## config.mk

```make
export PLATFORM = sky130hd
export DESIGN_NAME = frame_reader
export DESIGN_NICKNAME = d
export VERILOG_FILES = /design/src/rtl/frame_reader.sv
export SDC_FILE = /design/constraint.sdc
export NUM_CORES = 1
export LEC_CHECK = 0
export ABC_AREA = 1
export CAP_MARGIN = 20
export CORE_ASPECT_RATIO = 0.9
export CORE_MARGIN = 2
export CORE_UTILIZATION = 29
export DETAILED_ROUTE_END_ITERATION = 8
export GPL_TIMING_DRIVEN = 0
export PLACE_DENSITY = 0.49
export SYNTH_ARGS = -nofsm -noshare
export SYNTH_HDL_FRONTEND = slang
export SYNTH_SLANG_ARGS = --single-unit
```

## constraint.sdc

```tcl
create_clock -name i_clk -period 1.62 [get_ports i_clk]
set_input_delay 0.324 -clock i_clk [delete_from_list [all_inputs] [get_ports i_clk]]
set_output_delay 0.324 -clock i_clk [all_outputs]
set_load 0.05 [all_outputs]
```

## src/rtl/frame_reader.sv

```systemverilog
// frame_reader - display side of the frame buffer.
//
// Generates VGA raster timing (640x480 by default). For every active pixel it
// issues a row-major RAM read address. It delays the timing flags by the RAM
// read latency so that the returned pixel data comes out aligned with
// sync and blank.
//
// Optional build macro: FRAME_READER_TEST_PATTERN_EN
//   Adds input i_pattern_sel. When it is high, active pixels show 8 vertical
//   colour bars instead of RAM data, and no RAM reads are issued.
//
// Ports
//   i_clk          pixel clock
//   i_reset_n      synchronous reset, active-low
//   i_rd_data      RAM read data, [2]=R [1]=G [0]=B
//   i_pattern_sel  colour-bar select (only with FRAME_READER_TEST_PATTERN_EN)
//   o_rd_enable    RAM read strobe
//   o_rd_address   RAM read address
//   o_data         pixel to the DAC, zero while blanked
//   o_hsync        horizontal sync, active-low
//   o_vsync        vertical sync, active-low
//   o_blank_n      1 = active video
//   o_frame_start  one-cycle pulse on the first active pixel of a frame
module frame_reader #(
  parameter int COLOR_CHANNEL = 8,
  parameter int WIDTH_IMAGE   = 640,
  parameter int HEIGHT_IMAGE  = 480,
  parameter int MAX_ADDRESS   = 307199,
  parameter int RAM_LATENCY   = 2,
  parameter int H_FRONT       = 16,
  parameter int H_SYNC        = 96,
  parameter int H_BACK        = 48,
  parameter int V_FRONT       = 10,
  parameter int V_SYNC        = 2,
  parameter int V_BACK        = 33
) (
  input  logic                          i_clk,
  input  logic                          i_reset_n,
  input  logic [2:0][COLOR_CHANNEL-1:0] i_rd_data,
`ifdef FRAME_READER_TEST_PATTERN_EN
  input  logic                          i_pattern_sel,
`endif
  output logic                          o_rd_enable,
  output logic [18:0]                   o_rd_address,
  output logic [2:0][COLOR_CHANNEL-1:0] o_data,
  output logic                          o_hsync,
  output logic                          o_vsync,
  output logic                          o_blank_n,
  output logic                          o_frame_start
);

  localparam int H_TOTAL = WIDTH_IMAGE + H_FRONT + H_SYNC + H_BACK;
  localparam int V_TOTAL = HEIGHT_IMAGE + V_FRONT + V_SYNC + V_BACK;

  localparam logic [9:0]  H_ACT        = 10'(WIDTH_IMAGE);
  localparam logic [9:0]  H_SYNC_START = 10'(WIDTH_IMAGE + H_FRONT);
  localparam logic [9:0]  H_SYNC_END   = 10'(WIDTH_IMAGE + H_FRONT + H_SYNC);
  localparam logic [9:0]  H_LAST       = 10'(H_TOTAL - 1);
  localparam logic [9:0]  V_ACT        = 10'(HEIGHT_IMAGE);
  localparam logic [9:0]  V_SYNC_START = 10'(HEIGHT_IMAGE + V_FRONT);
  localparam logic [9:0]  V_SYNC_END   = 10'(HEIGHT_IMAGE + V_FRONT + V_SYNC);
  localparam logic [9:0]  V_LAST       = 10'(V_TOTAL - 1);
  localparam logic [18:0] ADDR_MAX     = 19'(MAX_ADDRESS);

  // Per-pixel flags that travel alongside the RAM read.
  typedef struct packed {
    logic active;
    logic hsync_n;
    logic vsync_n;
    logic in_range;
    logic frame_start;
`ifdef FRAME_READER_TEST_PATTERN_EN
    logic       pattern;
    logic [2:0] bar_rgb;
`endif
  } pipe_t;

  logic [9:0]  h_cnt;
  logic [9:0]  v_cnt;
  logic [18:0] addr_cnt;
  pipe_t       s0;
  pipe_t       pipe_q [RAM_LATENCY];
  pipe_t       tail;
  logic [2:0][COLOR_CHANNEL-1:0] pix_next;

`ifdef FRAME_READER_TEST_PATTERN_EN
  localparam int BAR_W = WIDTH_IMAGE / 8;
  logic [2:0] bar_idx;
  logic [2:0] bar_rgb;

  // The bar index comes from a compare chain, which avoids a divider on h_cnt.
  always_comb begin
    bar_idx = 3'd0;
    for (int b = 1; b < 8; b++) begin
      if (h_cnt >= 10'(b * BAR_W)) bar_idx = 3'(b);
    end
  end

  // Bar colours as {R,G,B}: white, yellow, cyan, green, magenta, red, blue, black.
  always_comb begin
    case (bar_idx)
      3'd0:    bar_rgb = 3'b111;
      3'd1:    bar_rgb = 3'b110;
      3'd2:    bar_rgb = 3'b011;
      3'd3:    bar_rgb = 3'b010;
      3'd4:    bar_rgb = 3'b101;
      3'd5:    bar_rgb = 3'b100;
      3'd6:    bar_rgb = 3'b001;
      default: bar_rgb = 3'b000;
    endcase
  end
`endif

  // Stage 0: flags decoded directly from the raster counters.
  always_comb begin
    s0             = '0;
    s0.active      = (h_cnt < H_ACT) && (v_cnt < V_ACT);
    s0.hsync_n     = !((h_cnt >= H_SYNC_START) && (h_cnt < H_SYNC_END));
    s0.vsync_n     = !((v_cnt >= V_SYNC_START) && (v_cnt < V_SYNC_END));
    s0.in_range    = (addr_cnt <= ADDR_MAX);
    s0.frame_start = (h_cnt == 10'd0) && (v_cnt == 10'd0);
`ifdef FRAME_READER_TEST_PATTERN_EN
    s0.pattern     = i_pattern_sel;
    s0.bar_rgb     = bar_rgb;
`endif
  end

  // The read strobe is gated by reset. This keeps the strobe low while reset
  // is held, even though the counters then sit on an active pixel.
`ifdef FRAME_READER_TEST_PATTERN_EN
  assign o_rd_enable = i_reset_n && s0.active && s0.in_range && !i_pattern_sel;
`else
  assign o_rd_enable = i_reset_n && s0.active && s0.in_range;
`endif
  assign o_rd_address = addr_cnt;

  always_ff @(posedge i_clk) begin
    if (!i_reset_n) begin
      h_cnt    <= '0;
      v_cnt    <= '0;
      addr_cnt <= '0;
    end else begin
      if (h_cnt == H_LAST) begin
        h_cnt <= '0;
        if (v_cnt == V_LAST) v_cnt <= '0;
        else                 v_cnt <= v_cnt + 1'b1;
      end else begin
        h_cnt <= h_cnt + 1'b1;
      end
      // The address counter holds through blanking and restarts at 0
      // for the next frame.
      if ((h_cnt == H_LAST) && (v_cnt == V_LAST)) addr_cnt <= '0;
      else if (s0.active)                         addr_cnt <= addr_cnt + 1'b1;
    end
  end

  // The delay pipe matches the RAM latency. Its idle value has the syncs
  // deasserted, so the outputs stay quiet while the pipe refills after reset.
  always_ff @(posedge i_clk) begin
    if (!i_reset_n) begin
      for (int i = 0; i < RAM_LATENCY; i++) begin
        pipe_q[i]         <= '0;
        pipe_q[i].hsync_n <= 1'b1;
        pipe_q[i].vsync_n <= 1'b1;
      end
    end else begin
      pipe_q[0] <= s0;
      for (int i = 1; i < RAM_LATENCY; i++) pipe_q[i] <= pipe_q[i-1];
    end
  end

  assign tail = pipe_q[RAM_LATENCY-1];

  always_comb begin
    pix_next = '0;
`ifdef FRAME_READER_TEST_PATTERN_EN
    if (tail.pattern) begin
      if (tail.active) begin
        for (int c = 0; c < 3; c++) pix_next[c] = {COLOR_CHANNEL{tail.bar_rgb[c]}};
      end
    end else if (tail.active && tail.in_range) begin
      pix_next = i_rd_data;
    end
`else
    if (tail.active && tail.in_range) pix_next = i_rd_data;
`endif
  end

  always_ff @(posedge i_clk) begin
    if (!i_reset_n) begin
      o_data        <= '0;
      o_hsync       <= 1'b1;
      o_vsync       <= 1'b1;
      o_blank_n     <= 1'b0;
      o_frame_start <= 1'b0;
    end else begin
      o_data        <= pix_next;
      o_hsync       <= tail.hsync_n;
      o_vsync       <= tail.vsync_n;
      o_blank_n     <= tail.active;
      o_frame_start <= tail.frame_start;
    end
  end

endmodule
```

Yosys cells after proc, flatten, opt, wreduce, memory -nomap -nowiden
Memories as Yosys holds them, arrays and structs flattened. Index checks and enable logic that the tools add are counted.

Register bits after elaboration: 67. Memory bits (writable): 10. Input port bits: 26. Memories kept: 1.

Memory list: pipe_q (words 2, width 5, read ports 2, clocked after Yosys merged registers in 0, write ports 2, RTL line 82) `pipe_t pipe_q [RAM_LATENCY];`.

Add/sub/neg operators: 3. Order comparisons: 7. Equality and inequality tests: 2. Muxes and demuxes: 15. Bitwise operators: 13. Reduce and logical (&&, ||, !) cells: 15.

Operators by type and width (number): adder 10 x 1 -> 10 bit (second input constant) (2); == test 10 bit (second input constant) (2); zero test 10 bit (2); < comparator 10 bit (second input constant) (2); < comparator 10 x 9 -> 1 bit (second input constant) (2); adder 19 x 1 -> 19 bit (second input constant) (1); less-or-equal comparator 19 bit (second input constant) (1); 2-to-1 mux 1 bit (12); OR 1 bit (12); greater-or-equal comparator 10 bit (second input constant) (1); greater-or-equal comparator 10 x 9 -> 1 bit (second input constant) (1); 2-to-1 mux 10 bit (1); logical AND 1 bit (8); 2-to-1 mux 2 bit (2); OR reduction 2 bit (2); zero test 1 bit (2); AND reduction 2 bit (1); NOT 1 bit (1).

Longest topological paths before layout
Depth after elaboration: 4. Gate-level depth with buffers: 10. Gate-level depth less buffers: 9.

Worst setup path before layout
OpenSTA, ideal clock, no wires.

Path kind: register -> output. Start point: register addr_cnt[0] (netlist: o_rd_address[0]). End point: output port o_rd_enable. Data arrival time: 2.435 ns. Data required time: 1.296 ns. Setup slack: -1.139 ns. Cell stages (with the launch flop): 6. Path buffers: 0. Path through: dfxtp_1 ha_1 nand3_1 nor3_1 nand4_1 a21boi_0.

Longest elaborated chain between the ends: 2.

RTL lines: start, declared (RTL line 80) `logic [18:0] addr_cnt;`; start signal, assigned (RTL line 153) `else if (s0.active) addr_cnt <= addr_cnt + 1'b1;`; less-or-equal comparator 19 bit (RTL line 120) `s0.in_range = (addr_cnt <= ADDR_MAX);`; logical AND 1 bit (RTL line 133) `assign o_rd_enable = i_reset_n && s0.active && s0.in_range;`; end, declared (RTL line 43) `output logic o_rd_enable,`.

Every way passes these cells.

Worst setup path in the final report
Ends and elaborated chain as after synthesis.

==> results.py <==
metrics = {
    "clock_tree": {
        "cts_sinks": 77,
        "cts.path.max_buffers": 2,
        "cts_buffers": 9,
        "cts.clk_slew.worst_paths_ns": 0.06,
        "clock-root-buffer": "clkbuf_16",
        "clk_latency_ns": 0.34,
        "holdBufCountCts": 0,
        "htree_num_levels": 3,
        "cts_tree": "done",
    },
    "timing": {
        "skew_ns": 0.00579,
        "fmax_mhz": 502,
        "hold_ws_ns": 0.317,
        "finalMaxSlewViolations": 0,
        "rsz0062_at_grt": "true",
        "setup_slack_ns": -0.371,
        "period_needed_ns": 1.99,
        "slew_headroom_pct": 65.6,
        "setup_tns_ns": -0.371,
        "setup_viol": 1,
        "tightest_slew_ns": 0.518,
        "finalHoldViolCount": 0,
        "period_share_pct": 123,
    },
    "hold_path": {
        "hold_class": "input pin to flop",
        "hp-start": "i_reset_n",
        "worstHoldEndpoint": "pipe_q[1][1]$_SDFF_PN0_",
        "whs_path_depth": 3,
    },
    "setup_path": {
        "worst_path_max_delay_cell": "dfxtp_4",
        "cp-start-kind": "flop",
        "cp-end-kind": "primary output",
        "critical-path-max-stage-delay_ns": 0.37,
        "crit_family": "simple AND/OR/NAND/NOR gates",
        "ff2ff_path_depth": 9,
        "r2r_end": "o_rd_address[12]$_SDFFE_PP0P_",
        "path_cells": "ha_4, nand3_4, nor3_2, nand4_1, a21boi_4, buf_8",
        "r2r-start": "o_rd_address[0]$_SDFFE_PP0P_",
        "critPathKind": "flop to primary output",
        "required_ns": 1.30,
        "r2r_setup_slack_ns": 0.11,
        "arrival_ns": 1.67,
        "path_buf_inv": 1,
        "cp_max_fo": 4,
    },
    "placed_design": {
        "dp_cells": 681,
        "port_buffers": 72,
        "post-place-ws_ns": -0.664,
        "post-dp-hpwl_mm": 5.75,
        "place_area_um2": 4300,
        "routabilityCongestion": 0.838,
    },
    "yosys": {
        "synth_cell_types": 31,
        "syn-num-nets": 484,
        "ys_ff_latch": 77,
        "syn_inst": 453,
        "ys_seq_area_share_pct": 46.4,
        "syn_area_per_cell_um2": 7.33,
        "syn_area_um2": 3320,
        "yosysWarnings": 0,
    },
    "detailed_routing": {
        "drt-initial-drc-count": 112,
        "postRouteAntennaNets": 0,
        "routed_wirelength_mm": 7.81,
        "drc": 0,
        "first_pass_iters": 4,
        "wl_per_cell_um": 11.1,
        "viasPerCell": 4.25,
        "via_count": 2986,
    },
    "grt": {
        "grt_max_degree": 15,
        "grt_usage_pct": 13.4,
        "overflow": 0,
        "antenna_found_initial": 0,
        "grt_pass1_wl_mm": 13.0,
        "grt_pass1_vias": 2787,
    },
    "floorplan": {
        "initial_utilization_pct": 29.4,
        "num_rows": 37,
        "die_w_um": 117,
        "ios": 74,
        "coreArea_um2": 11300,
        "dieArea_um2": 12300,
        "die_h_um": 105,
    },
    "pwr": {
        "peakVddDrop_mv": 0.920,
        "p_per_area_nw_per_um2": 1040,
        "leakagePower_nw": 2.22,
    },
    "layout": {
        "syn2layout_area_growth_pct": 41.5,
        "nets": 573,
        "finalNonFillerCells": 703,
        "n_antenna_cell": 0,
        "design_area_um2": 4700,
        "drive_above_1_share_pct": 18.5,
    },
    "run": {
        "maxCapViolations": 0,
    },
    "outcome": {
        "violations": "setup timing",
        "run_status": "complete, but fails checks",
    },
}
==> cell families after synthesis <==
group	Yosys count	share of synthesized area [%]
and+or+nand+nor	252	35.1
buffers and inverters	89	10.6
DFF	77	46.4
AOI/OAI and AO/OA	19	3.09
xor gates and xnor gates	11	2.90
adders and majority gates	5	1.88
==> per-layer routing <==
metal / up-vias / GRT usage, % / part of all wire [%]
met4: 0 / 5.04 / 1.7
met5: - / 0 / 0
met3: 8 / 4.31 / 7.4
li1: 1562 / - / -
met1: 1324 / 18.5 / 50
met2: 92 / 19.3 / 41
==> through the flow <==
| step | utilization, % | power, mW |
|---|---|---|
| 6_report | 41.6 | 4.90 |
| 5_1_grt | 41.6 | 5.10 |
| 4_1_cts | 40.7 | 4.94 |
| 3_5_place_dp | 38.0 | 2.60 |
| 3_3_place_gp | 38.0 | 2.59 |
| 2_1_floorplan | - | 2.40 |
==> tightest hold or removal path, cell delays in order <==
cell,delay [ns]
buf_2,0.18
nand2_1,0.08
inv_1,0.03
==> registers in the layout (all words and copies together) (netlist names) <==
signal / flops
o_blank_n: 1
o_frame_start: 1
pipe_q: 10
v_cnt: 10
h_cnt: 10
o_data: 24
o_vsync: 1
o_rd_address: 19
o_hsync: 1
==> worst max path at each step <==
| stage | to | start | slack [ns] | cells after the start |
|---|---|---|---|---|
| after global routing | o_rd_enable | o_rd_address[0]$_SDFFE_PP0P_ | -0.46 | 6 |
| after detailed placement | o_rd_enable | v_cnt[9]$_SDFFE_PN0N_ | -0.66 | 7 |
| final | o_rd_enable | o_rd_address[0]$_SDFFE_PP0P_ | -0.37 | 6 |
| after global placement | o_rd_enable | v_cnt[9]$_SDFFE_PN0N_ | -0.68 | 7 |
| after floorplan | o_rd_enable | o_rd_address[1]$_SDFFE_PP0P_ | -0.04 | 5 |
| after CTS | o_rd_enable | o_rd_address[1]$_SDFFE_PP0P_ | -0.38 | 6 |
==> report_power, final <==
group          switching [mW]  internal, mW
clock                   0.815          1.52
sequential             0.0723          1.96
combinational           0.330         0.202
==> cells in the mapped netlist, drive strengths merged <==
| cell type | count | share of area [%] |
|---|---|---|
| xor2 | 8 | 2.1 |
| o21bai | 2 | 0.45 |
| and3 | 1 | 0.19 |
| xnor2 | 3 | 0.79 |
| nor2 | 87 | 11 |
| or2 | 5 | 0.94 |
| nand2 | 102 | 13 |
| nand4 | 10 | 2.1 |
| nand3 | 29 | 4.8 |
| clkbuf | 1 | 0.11 |
| ha | 5 | 1.9 |
| o21ai | 5 | 0.75 |
| a21boi | 1 | 0.23 |
| inv | 82 | 9.3 |
| nand3b | 2 | 0.45 |
| nor3 | 14 | 2.1 |
| nor4 | 2 | 0.38 |
| buf | 6 | 1.2 |
| dfxtp | 77 | 46 |
| a21oi | 11 | 1.7 |
==> area by class of cell <==
type | count | area [um^2]
fillers | 1214 | 6600
flip-flops and latches | 77 | 1580
multi-input cells | 287 | 1510
repair buffers | 78 | 714
inverters | 82 | 308
clock buffers | 9 | 225
well taps | 156 | 195
clock inverters | 7 | 121
plain buffers | 7 | 42.5
==> cells in the final DEF, fill, tap and decap left out, types with 5 or more instances in the layout <==
cell type,count
a21oi_1,11
buf_4,7
clkbuf_16,9
clkdlybuf4s50_1,24
dfxtp_1,55
dfxtp_2,17
dfxtp_4,5
dlygate4sd2_1,45
inv_1,74
inv_2,8
nand2_1,93
nand2_2,5
nand3_1,25
nand4_1,9
nor2_1,68
nor2_2,12
nor2_4,7
nor3_1,12
xor2_1,8
==> repair_timing <==
item,CTS,global route
setup endpoints to repair,48,27
gates resized for setup,58,19
pin swaps,2,9
setup buffers,1,5
No activity file was read; power rests on OpenSTA's default activity.
